`src/rtl/flash_pkg.sv`:
```
// Shared types and constants for the flash clock PLL supervisor.
package flash_pkg;

  localparam int unsigned CNT_W        = 16;
  localparam int unsigned RETRY_W      = 3;
  localparam int unsigned CNT_MAX_LOAD = 65536;

  localparam int unsigned DEF_PLL_RST_CYCLES = 16;
  localparam int unsigned DEF_LOCK_TIMEOUT   = 50000;
  localparam int unsigned DEF_STABLE_CYCLES  = 1024;
  localparam int unsigned DEF_MAX_RETRIES    = 7;

  typedef enum logic [2:0] {
    ST_PLL_RST   = 3'd0,
    ST_WAIT_LOCK = 3'd1,
    ST_STABLE    = 3'd2,
    ST_RUN       = 3'd3,
    ST_FAIL      = 3'd4
  } state_e;

endpackage

```
`src/rtl/sync2.sv`:
```
// Two-flop synchronizer for asynchronous status inputs.
module sync2 #(
  parameter int unsigned WIDTH = 1
) (
  input  logic             clk,
  input  logic             rst_n,
  input  logic [WIDTH-1:0] d,
  output logic [WIDTH-1:0] q
);

  logic [WIDTH-1:0] meta_q;
  logic [WIDTH-1:0] sync_q;

  // First flop may go metastable; second flop gives it a cycle to resolve.
  always_ff @(posedge clk or negedge rst_n) begin
    if (!rst_n) begin
      meta_q <= '0;
      sync_q <= '0;
    end else begin
      meta_q <= d;
      sync_q <= meta_q;
    end
  end

  assign q = sync_q;

endmodule

```
`src/rtl/flash_pll_supervisor.sv`:
```
// Sequences PLL reset, lock wait and lock qualification before releasing
// the flash-domain reset; restarts the PLL on lock loss.
module flash_pll_supervisor
  import flash_pkg::*;
#(
  parameter int unsigned PLL_RST_CYCLES = DEF_PLL_RST_CYCLES,
  parameter int unsigned LOCK_TIMEOUT   = DEF_LOCK_TIMEOUT,
  parameter int unsigned STABLE_CYCLES  = DEF_STABLE_CYCLES,
  parameter int unsigned MAX_RETRIES    = DEF_MAX_RETRIES
) (
  input  logic         clk,
  input  logic         reset_n,
  input  logic         pll_lock,
  input  logic         restart,
  output logic         pll_reset,
  output logic         flash_rst_n,
  output logic         ready,
  output logic         fail,
  output logic [2:0]   retry_cnt
);

  // Reject parameter values the 16-bit shared counter cannot represent.
  if (PLL_RST_CYCLES < 2 || PLL_RST_CYCLES > CNT_MAX_LOAD) begin : g_bad_rst_cycles
    $error("PLL_RST_CYCLES must be in 2..65536");
  end
  if (LOCK_TIMEOUT < 1 || LOCK_TIMEOUT > CNT_MAX_LOAD) begin : g_bad_lock_timeout
    $error("LOCK_TIMEOUT must be in 1..65536");
  end
  if (STABLE_CYCLES < 1 || STABLE_CYCLES > CNT_MAX_LOAD) begin : g_bad_stable_cycles
    $error("STABLE_CYCLES must be in 1..65536");
  end
  if (MAX_RETRIES < 1 || MAX_RETRIES > 7) begin : g_bad_max_retries
    $error("MAX_RETRIES must be in 1..7");
  end

  localparam logic [CNT_W-1:0]   RST_LOAD    = CNT_W'(PLL_RST_CYCLES - 1);
  localparam logic [CNT_W-1:0]   TO_LOAD     = CNT_W'(LOCK_TIMEOUT - 1);
  localparam logic [CNT_W-1:0]   STABLE_LOAD = CNT_W'(STABLE_CYCLES - 1);
  localparam logic [RETRY_W-1:0] RETRY_MAX   = RETRY_W'(MAX_RETRIES);
  localparam logic [RETRY_W-1:0] RETRY_SAT   = '1;

  state_e               state_q, state_d;
  logic [CNT_W-1:0]     cnt_q, cnt_d;
  logic [RETRY_W-1:0]   retry_q, retry_d;
  logic                 pll_reset_q, pll_reset_d;
  logic                 flash_rst_n_q, flash_rst_n_d;
  logic                 ready_q, ready_d;
  logic                 fail_q, fail_d;

  logic                 lock_s;
  logic                 cnt_zero;
  logic [RETRY_W-1:0]   retry_inc;

  sync2 #(.WIDTH(1)) u_lock_sync (
    .clk   (clk),
    .rst_n (reset_n),
    .d     (pll_lock),
    .q     (lock_s)
  );

  assign cnt_zero  = (cnt_q == '0);
  assign retry_inc = (retry_q == RETRY_SAT) ? retry_q : retry_q + RETRY_W'(1);

  // Next state, shared counter reload/decrement, retry bookkeeping.
  always_comb begin
    state_d = state_q;
    cnt_d   = cnt_q;
    retry_d = retry_q;

    if (restart) begin
      state_d = ST_PLL_RST;
      cnt_d   = RST_LOAD;
      retry_d = '0;
    end else begin
      unique case (state_q)
        ST_PLL_RST: begin
          if (cnt_zero) begin
            state_d = ST_WAIT_LOCK;
            cnt_d   = TO_LOAD;
          end else begin
            cnt_d = cnt_q - CNT_W'(1);
          end
        end
        ST_WAIT_LOCK: begin
          if (lock_s) begin
            state_d = ST_STABLE;
            cnt_d   = STABLE_LOAD;
          end else if (cnt_zero) begin
            retry_d = retry_inc;
            if (retry_inc >= RETRY_MAX) begin
              state_d = ST_FAIL;
              cnt_d   = '0;
            end else begin
              state_d = ST_PLL_RST;
              cnt_d   = RST_LOAD;
            end
          end else begin
            cnt_d = cnt_q - CNT_W'(1);
          end
        end
        ST_STABLE: begin
          if (!lock_s) begin
            state_d = ST_WAIT_LOCK;
            cnt_d   = TO_LOAD;
          end else if (cnt_zero) begin
            state_d = ST_RUN;
            cnt_d   = '0;
          end else begin
            cnt_d = cnt_q - CNT_W'(1);
          end
        end
        ST_RUN: begin
          if (!lock_s) begin
            state_d = ST_PLL_RST;
            cnt_d   = RST_LOAD;
            retry_d = retry_inc;
          end
        end
        ST_FAIL: begin
          state_d = ST_FAIL;
        end
        default: begin
          state_d = ST_PLL_RST;
          cnt_d   = RST_LOAD;
        end
      endcase
    end
  end

  // Output decode from the next state so the registered outputs track the state register.
  always_comb begin
    pll_reset_d   = (state_d == ST_PLL_RST);
    flash_rst_n_d = (state_d == ST_RUN);
    ready_d       = (state_d == ST_RUN);
    fail_d        = (state_d == ST_FAIL);
  end

  // State, counter, retry count and output registers.
  always_ff @(posedge clk or negedge reset_n) begin
    if (!reset_n) begin
      state_q       <= ST_PLL_RST;
      cnt_q         <= RST_LOAD;
      retry_q       <= '0;
      pll_reset_q   <= 1'b1;
      flash_rst_n_q <= 1'b0;
      ready_q       <= 1'b0;
      fail_q        <= 1'b0;
    end else begin
      state_q       <= state_d;
      cnt_q         <= cnt_d;
      retry_q       <= retry_d;
      pll_reset_q   <= pll_reset_d;
      flash_rst_n_q <= flash_rst_n_d;
      ready_q       <= ready_d;
      fail_q        <= fail_d;
    end
  end

  assign pll_reset   = pll_reset_q;
  assign flash_rst_n = flash_rst_n_q;
  assign ready       = ready_q;
  assign fail        = fail_q;
  assign retry_cnt   = retry_q;

endmodule

```
`config.mk`:
```
export PLATFORM = sky130hd
export DESIGN_NAME = flash_pll_supervisor
export DESIGN_NICKNAME = d
export VERILOG_FILES = /design/src/rtl/flash_pkg.sv /design/src/rtl/sync2.sv /design/src/rtl/flash_pll_supervisor.sv
export SDC_FILE = /design/constraint.sdc
export NUM_CORES = 1
export LEC_CHECK = 0
export ABC_AREA = 1
export CORE_MARGIN = 3
export CORE_UTILIZATION = 30
export DETAILED_ROUTE_END_ITERATION = 10
export PLACE_DENSITY = 0.45
export SYNTH_ARGS = -nofsm -noshare
export SYNTH_HDL_FRONTEND = slang
export SYNTH_SLANG_ARGS = --single-unit
```
`constraint.sdc`:
```
create_clock -name clk -period 2.2 [get_ports clk]
set_input_delay 0.22 -clock clk [delete_from_list [all_inputs] [get_ports clk]]
set_output_delay 0.22 -clock clk [all_outputs]
set_load 0.01 [all_outputs]
```
; After elaboration in Yosys (flattened, before gate mapping)
; Cells that the tools add are included.
[totals]
wordCells = 52
output_inout_bits = 7
regBits = 27
in_bits = 4
[op_classes]
add_sub_neg = 2
order_cmp = 1
n_reduce_logical = 6
muxes = 24
n_eq_ne = 11
[op_table]
columns = op, count
row1 = $mux W16, 7
row2 = $pmux W16 S5, 1
row3 = $mux W3, 13
row4 = $logic_not A16 Y1, 1
row5 = $sub A16 B1 Y16 const B, 1
row6 = $pmux W3 S5, 1
row7 = $eq A3 B2 Y1 const B, 3
row8 = $eq A3 B3 Y1 const B, 3
row9 = $ne A3 B3 Y1 const B, 3
row10 = $logic_not A3 Y1, 2
row11 = $pmux W3 S2, 1
row12 = $mux W4, 1
row13 = $reduce_and A4 Y1, 1
row14 = $add A3 B1 Y3 const B, 1
row15 = $eq A3 B1 Y1 const B, 1
row16 = $ge A3 B3 Y1 const B, 1
row17 = $reduce_bool A3 Y1, 1
row18 = $ne A2 B2 Y1 const B, 1
row19 = $reduce_and A2 Y1, 1

; Longest topological paths before layout
[depth]
ltp_word = 9
depth_mapped = 12
mapped_depth_nobuf = 12

; Hierarchy
; A second synthesis with hierarchy kept.
[hier_totals]
hier_cells = 248
hier_area_um2 = 1804.2
[by_module_without_submodules]
columns = mod, seq_area_each_um2, instances, area_per_inst_um2, cells_per_inst
row1 = flash_pll_supervisor, 631.9, 1, 1754.2, 246
row2 = sync2, 50.0, 1, 50.0, 2

; Worst setup path before layout
; Ideal clock, no wire load.
[synth_path]
kind = reg2reg
from = reg cnt_q[0]
to = reg cnt_q[6]
path_buffers = 0
period_less_slack_ns = 1.624
arrival_ns = 1.507
t_required_ns = 2.083
path_slack_ns = 0.576
path_stages_with_launch = 11
setup_ns = 0.117
cell_sequence = dfstp_2 > inv_1 > ha_1 > nand2_2 > nor2_4 > nand2_4 > nand2_2 > a21oi_1 > nand2_1 > nand2_1 > nand2_1
[synth_via]
elab_chain_cells = 5
elab_cells_between_ends = 9
classes_between = add/sub: 1 / mux: 7 / reduce/logical: 1
[synth_lines]
columns = element, line_no
row1 = "start, declared", flash_pll_supervisor.sv:43  ; logic [CNT_W-1:0] cnt_q, cnt_d;
row2 = "start signal, assigned", flash_pll_supervisor.sv:150  ; cnt_q <= cnt_d;
row3 = $sub A16 B1 Y16 / $logic_not A16 Y1 (equally long branches), -
row4 = $mux W16 (on tied branches), "flash_pll_supervisor.sv:105, flash_pll_supervisor.sv:88"
row5 = $mux W16 (on tied branches), "flash_pll_supervisor.sv:102, flash_pll_supervisor.sv:85"
row6 = $pmux W16 S5 *, flash_pll_supervisor.sv:75  ; unique case (state_q)
row7 = $mux W16 *, flash_pll_supervisor.sv:70  ; if (restart) begin
; Every way passes the cells marked *; elsewhere a longest branch is shown, timed or not.
; A chain may end at the register's enable or synchronous reset.

; Final worst setup path
[layout_path]
from = reg cnt_q[0]
to = reg cnt_q[9]
; Same word-level chain as after synthesis.

==> results.md <==
- Status: finished clean
- Wire per inst: 12.8 µm
- IO Pins: 11
- Synth Net Count: 262
- Vias per cell: between 4 and 5
- R2r startpoint: cnt_q[0]$_DFFE_PN1P_
- Syn_area_per_cell: between 7 and 8 µm²
- Power per standard cell area: around 440 nW/µm²
- RePlAce Congestion: roughly 0.81
- Routed WL: between 4000 and 5000 µm
- Crit share post-route: 0.824
- Cell Area, Synth: 1830 µm²
- Port bufs: 10
- Clock latency on the worst-skew pair: 0.27 ns
- # diodes: 0
- CP endpoint kind: register
- Die outline width: 84.1 µm
- Max cap viols: 0
- RSZ-0062 raised after global routing: false
- Clock power share: 0.320
- Total vias in the final route: 1597
- Internal: 678 µW
- CTS max path bufs: 2
- Sequential cell area: between 600 and 700 µm²
- CTS buffer count: 3
- Final ANT Viol Nets: 0
- CP startpoint kind: register
- Area of the multi-input gates: 1010 µm²
- Hold_buf cts: 0
- Die area: 7070 µm²
- Synth cell types: 35
- Setup violations, final: 0
- DR top layer: met4
- F_max: about 550 MHz
- Nets: 277
- DP HPWL: 3350 µm
- Largest net degree at the start of global routing: 28
- Relative slew slack: 0.748
- Worst Path Max Fanout: 10
- Initial antenna violation count: 0
- Most common cell after layout, fill and taps aside: nand2_1
- Slew Limit Fails: 0
- Die height: 84.1 µm
- Switching share of power: 0.248
- Synthesis warning total: 0
- Sequential area share after synthesis: 0.373
- Layout fillers: 635
- Clock skew: 0.00964 ns
- Worst Path Arrival: about 2.0 ns
- R2R Path End: cnt_q[9]$_DFFE_PN0P_
- Worst VDD drop: 238 µV
- Comb pwr share: 0.100
- Setup Crit Path Kind: register to register
- First-pass GRT wire length: around 7600 µm
- Post-synthesis instance total: about 260
- DRC viols: 0
- Final hold violations: 0
- Routed wl met3: 168 µm
- Worst-margin pin slew: 0.376 ns
- CTS sink cnt: 27
- Initial core utilization: 0.320
- Met2 WL: around 2100 µm
- Data required, critical path: roughly 2.4 ns
- M1 wire length: ~2100 µm
- DR pass1 iterations: 4
- Register bit total from synthesis: 27
- Layout cells sized above 1: 0.152
- CTS tree: built
- Crit path time final: 1.81 ns
- # H-tree levels: 1
- GR Util All Layers: 0.132
- Reg2Reg Setup Slack: 0.39 ns
- PostCTS Resize Cnt: 0
- Sequential power share: 0.580
- Most frequent cells in the layout: 66 x nand2_1, 36 x nor2_1, 31 x nand3_1
- Starting DRT DRC Count: 53
- Overall power: approximately 900 µW
- Sw power: 224 µW
- Layout area overhead: 12.9%
- Row cnt: 27
- Setup TNS: 0 ns
- Vias in the first global route: 1613
- Hold WC Path Type: input port to async pin
- CTS clk-pin slew, worst paths: 0.10 ns
- GR Overflow Total: 0
- Post-CTS setup buffers: 0
- Clock root buffer: clkbuf_8
- CORE AREA: 5710 µm²
- Worst R2R Path Depth: 11
- Leakage: about 1.0 nW
[registers in the layout, indices dropped and copies added, names as in the netlist]
signal / cells
cnt_q: 16
ready: 1
u_lock_sync.meta_q: 1
retry_cnt: 3
state_q: 3
u_lock_sync.q: 1
pll_reset: 1
fail: 1
[layout make-up]
cell class,instances,share of cell area
timing repair buffer,13,0.0594
multi-input combinational,197,0.492
tap,72,0.0437
clock buffer,4,0.0218
sequential,27,0.331
inverter,29,0.0528
[per-stage QoR]
stage,setup WS (ns),utilization,instances,hold WS (ns),area [µm²]
floorplan,0.576,-,256,-0.0756,1830
CTS,0.371,0.361,342,0.335,2060
finish,0.387,0.361,342,0.318,2060
global placement,0.408,0.353,338,0.335,2020
detailed placement,0.398,0.353,338,0.339,2020
global route,0.189,0.361,342,0.351,2060
[critical path: stages, from the launching register on]
cell and delay, ns:
dfstp_2 0.56, inv_1 0.08, ha_1 0.24, nand2_2 0.17
nor2_4 0.08, nand2_4 0.13, nand3_1 0.09, nand2_1 0.16
nand2_1 0.07, nand3_1 0.07, nand2_1 0.06, nand2_1 0.05
[power by group through the flow]
stage / sequential [mW] / clock, mW / combinational (mW)
after CTS: 0.523 / 0.308 / 0.0926
after detailed placement: 0.532 / 0 / 0.0923
after global routing: 0.525 / 0.326 / 0.105
after floorplan: 0.532 / 0 / 0.0494
after global placement: 0.532 / 0 / 0.0933
final: 0.523 / 0.289 / 0.0906
[kinds of logic (layout without fill, tap and decap cells)]
logic type | Yosys count | count (layout) | synth area share
simple gates | 168 | 168 | 0.437
buf+inv | 32 | 46 | 0.0719
flops | 27 | 27 | 0.373
compound gates | 16 | 16 | 0.0513
xor+xnor | 11 | 11 | 0.0527
fa+ha+maj | 2 | 2 | 0.0137
[worst max-delay path by stage]
| stage | to | cells past startpoint | slack [ns] | start |
|---|---|---|---|---|
| floorplan | cnt_q[6]$_DFFE_PN0P_ | 10 | 0.58 | cnt_q[0]$_DFFE_PN1P_ |
| global placement | cnt_q[9]$_DFFE_PN0P_ | 11 | 0.41 | cnt_q[0]$_DFFE_PN1P_ |
| detailed placement | cnt_q[8]$_DFFE_PN0P_ | 10 | 0.40 | cnt_q[0]$_DFFE_PN1P_ |
| CTS | cnt_q[9]$_DFFE_PN0P_ | 11 | 0.37 | cnt_q[0]$_DFFE_PN1P_ |
| global route | cnt_q[9]$_DFFE_PN0P_ | 11 | 0.19 | cnt_q[0]$_DFFE_PN1P_ |
| finish | cnt_q[9]$_DFFE_PN0P_ | 11 | 0.39 | cnt_q[0]$_DFFE_PN1P_ |
[per-layer routing]
layer / vias to the layer above / track usage
met5: - / 0
met3: 2 / 0.0257
met2: 27 / 0.223
met4: 0 / 0.0249
met1: 720 / 0.176
li1: 848 / -
[cells in the mapped netlist]
cell / number / area, µm²
nand2_1: 66 / 248
nor2_1: 36 / 135
nand3_1: 31 / 155
inv_1: 25 / 93.8
dfrtp_1: 22 / 551
nor2_2: 9 / 56.3
xor2_1: 9 / 78.8
a21oi_1: 6 / 30.0
dfstp_2: 5 / 131
nand2_2: 5 / 31.3
o21ai_0: 5 / 25.0
inv_2: 4 / 15.0
nand4_1: 4 / 25.0
nor3_1: 3 / 15.0
a21oi_2: 2 / 17.5
ha_1: 2 / 25.0
nor2_4: 2 / 22.5
or2_2: 2 / 12.5
xnor2_1: 2 / 17.5
and2_1: 1 / 6.26
and3_1: 1 / 6.26
buf_1: 1 / 3.75
buf_4: 1 / 7.51
buf_6: 1 / 11.3
nand2_4: 1 / 11.3
nand3_2: 1 / 10.0
nand3_4: 1 / 17.5
nand4_2: 1 / 12.5
nor3_2: 1 / 10.0
nor3b_2: 1 / 12.5
nor4_1: 1 / 6.26
o211ai_1: 1 / 7.51
o21bai_1: 1 / 7.51
o22ai_1: 1 / 6.26
or2_1: 1 / 6.26
(Power assumes the default switching activity.)
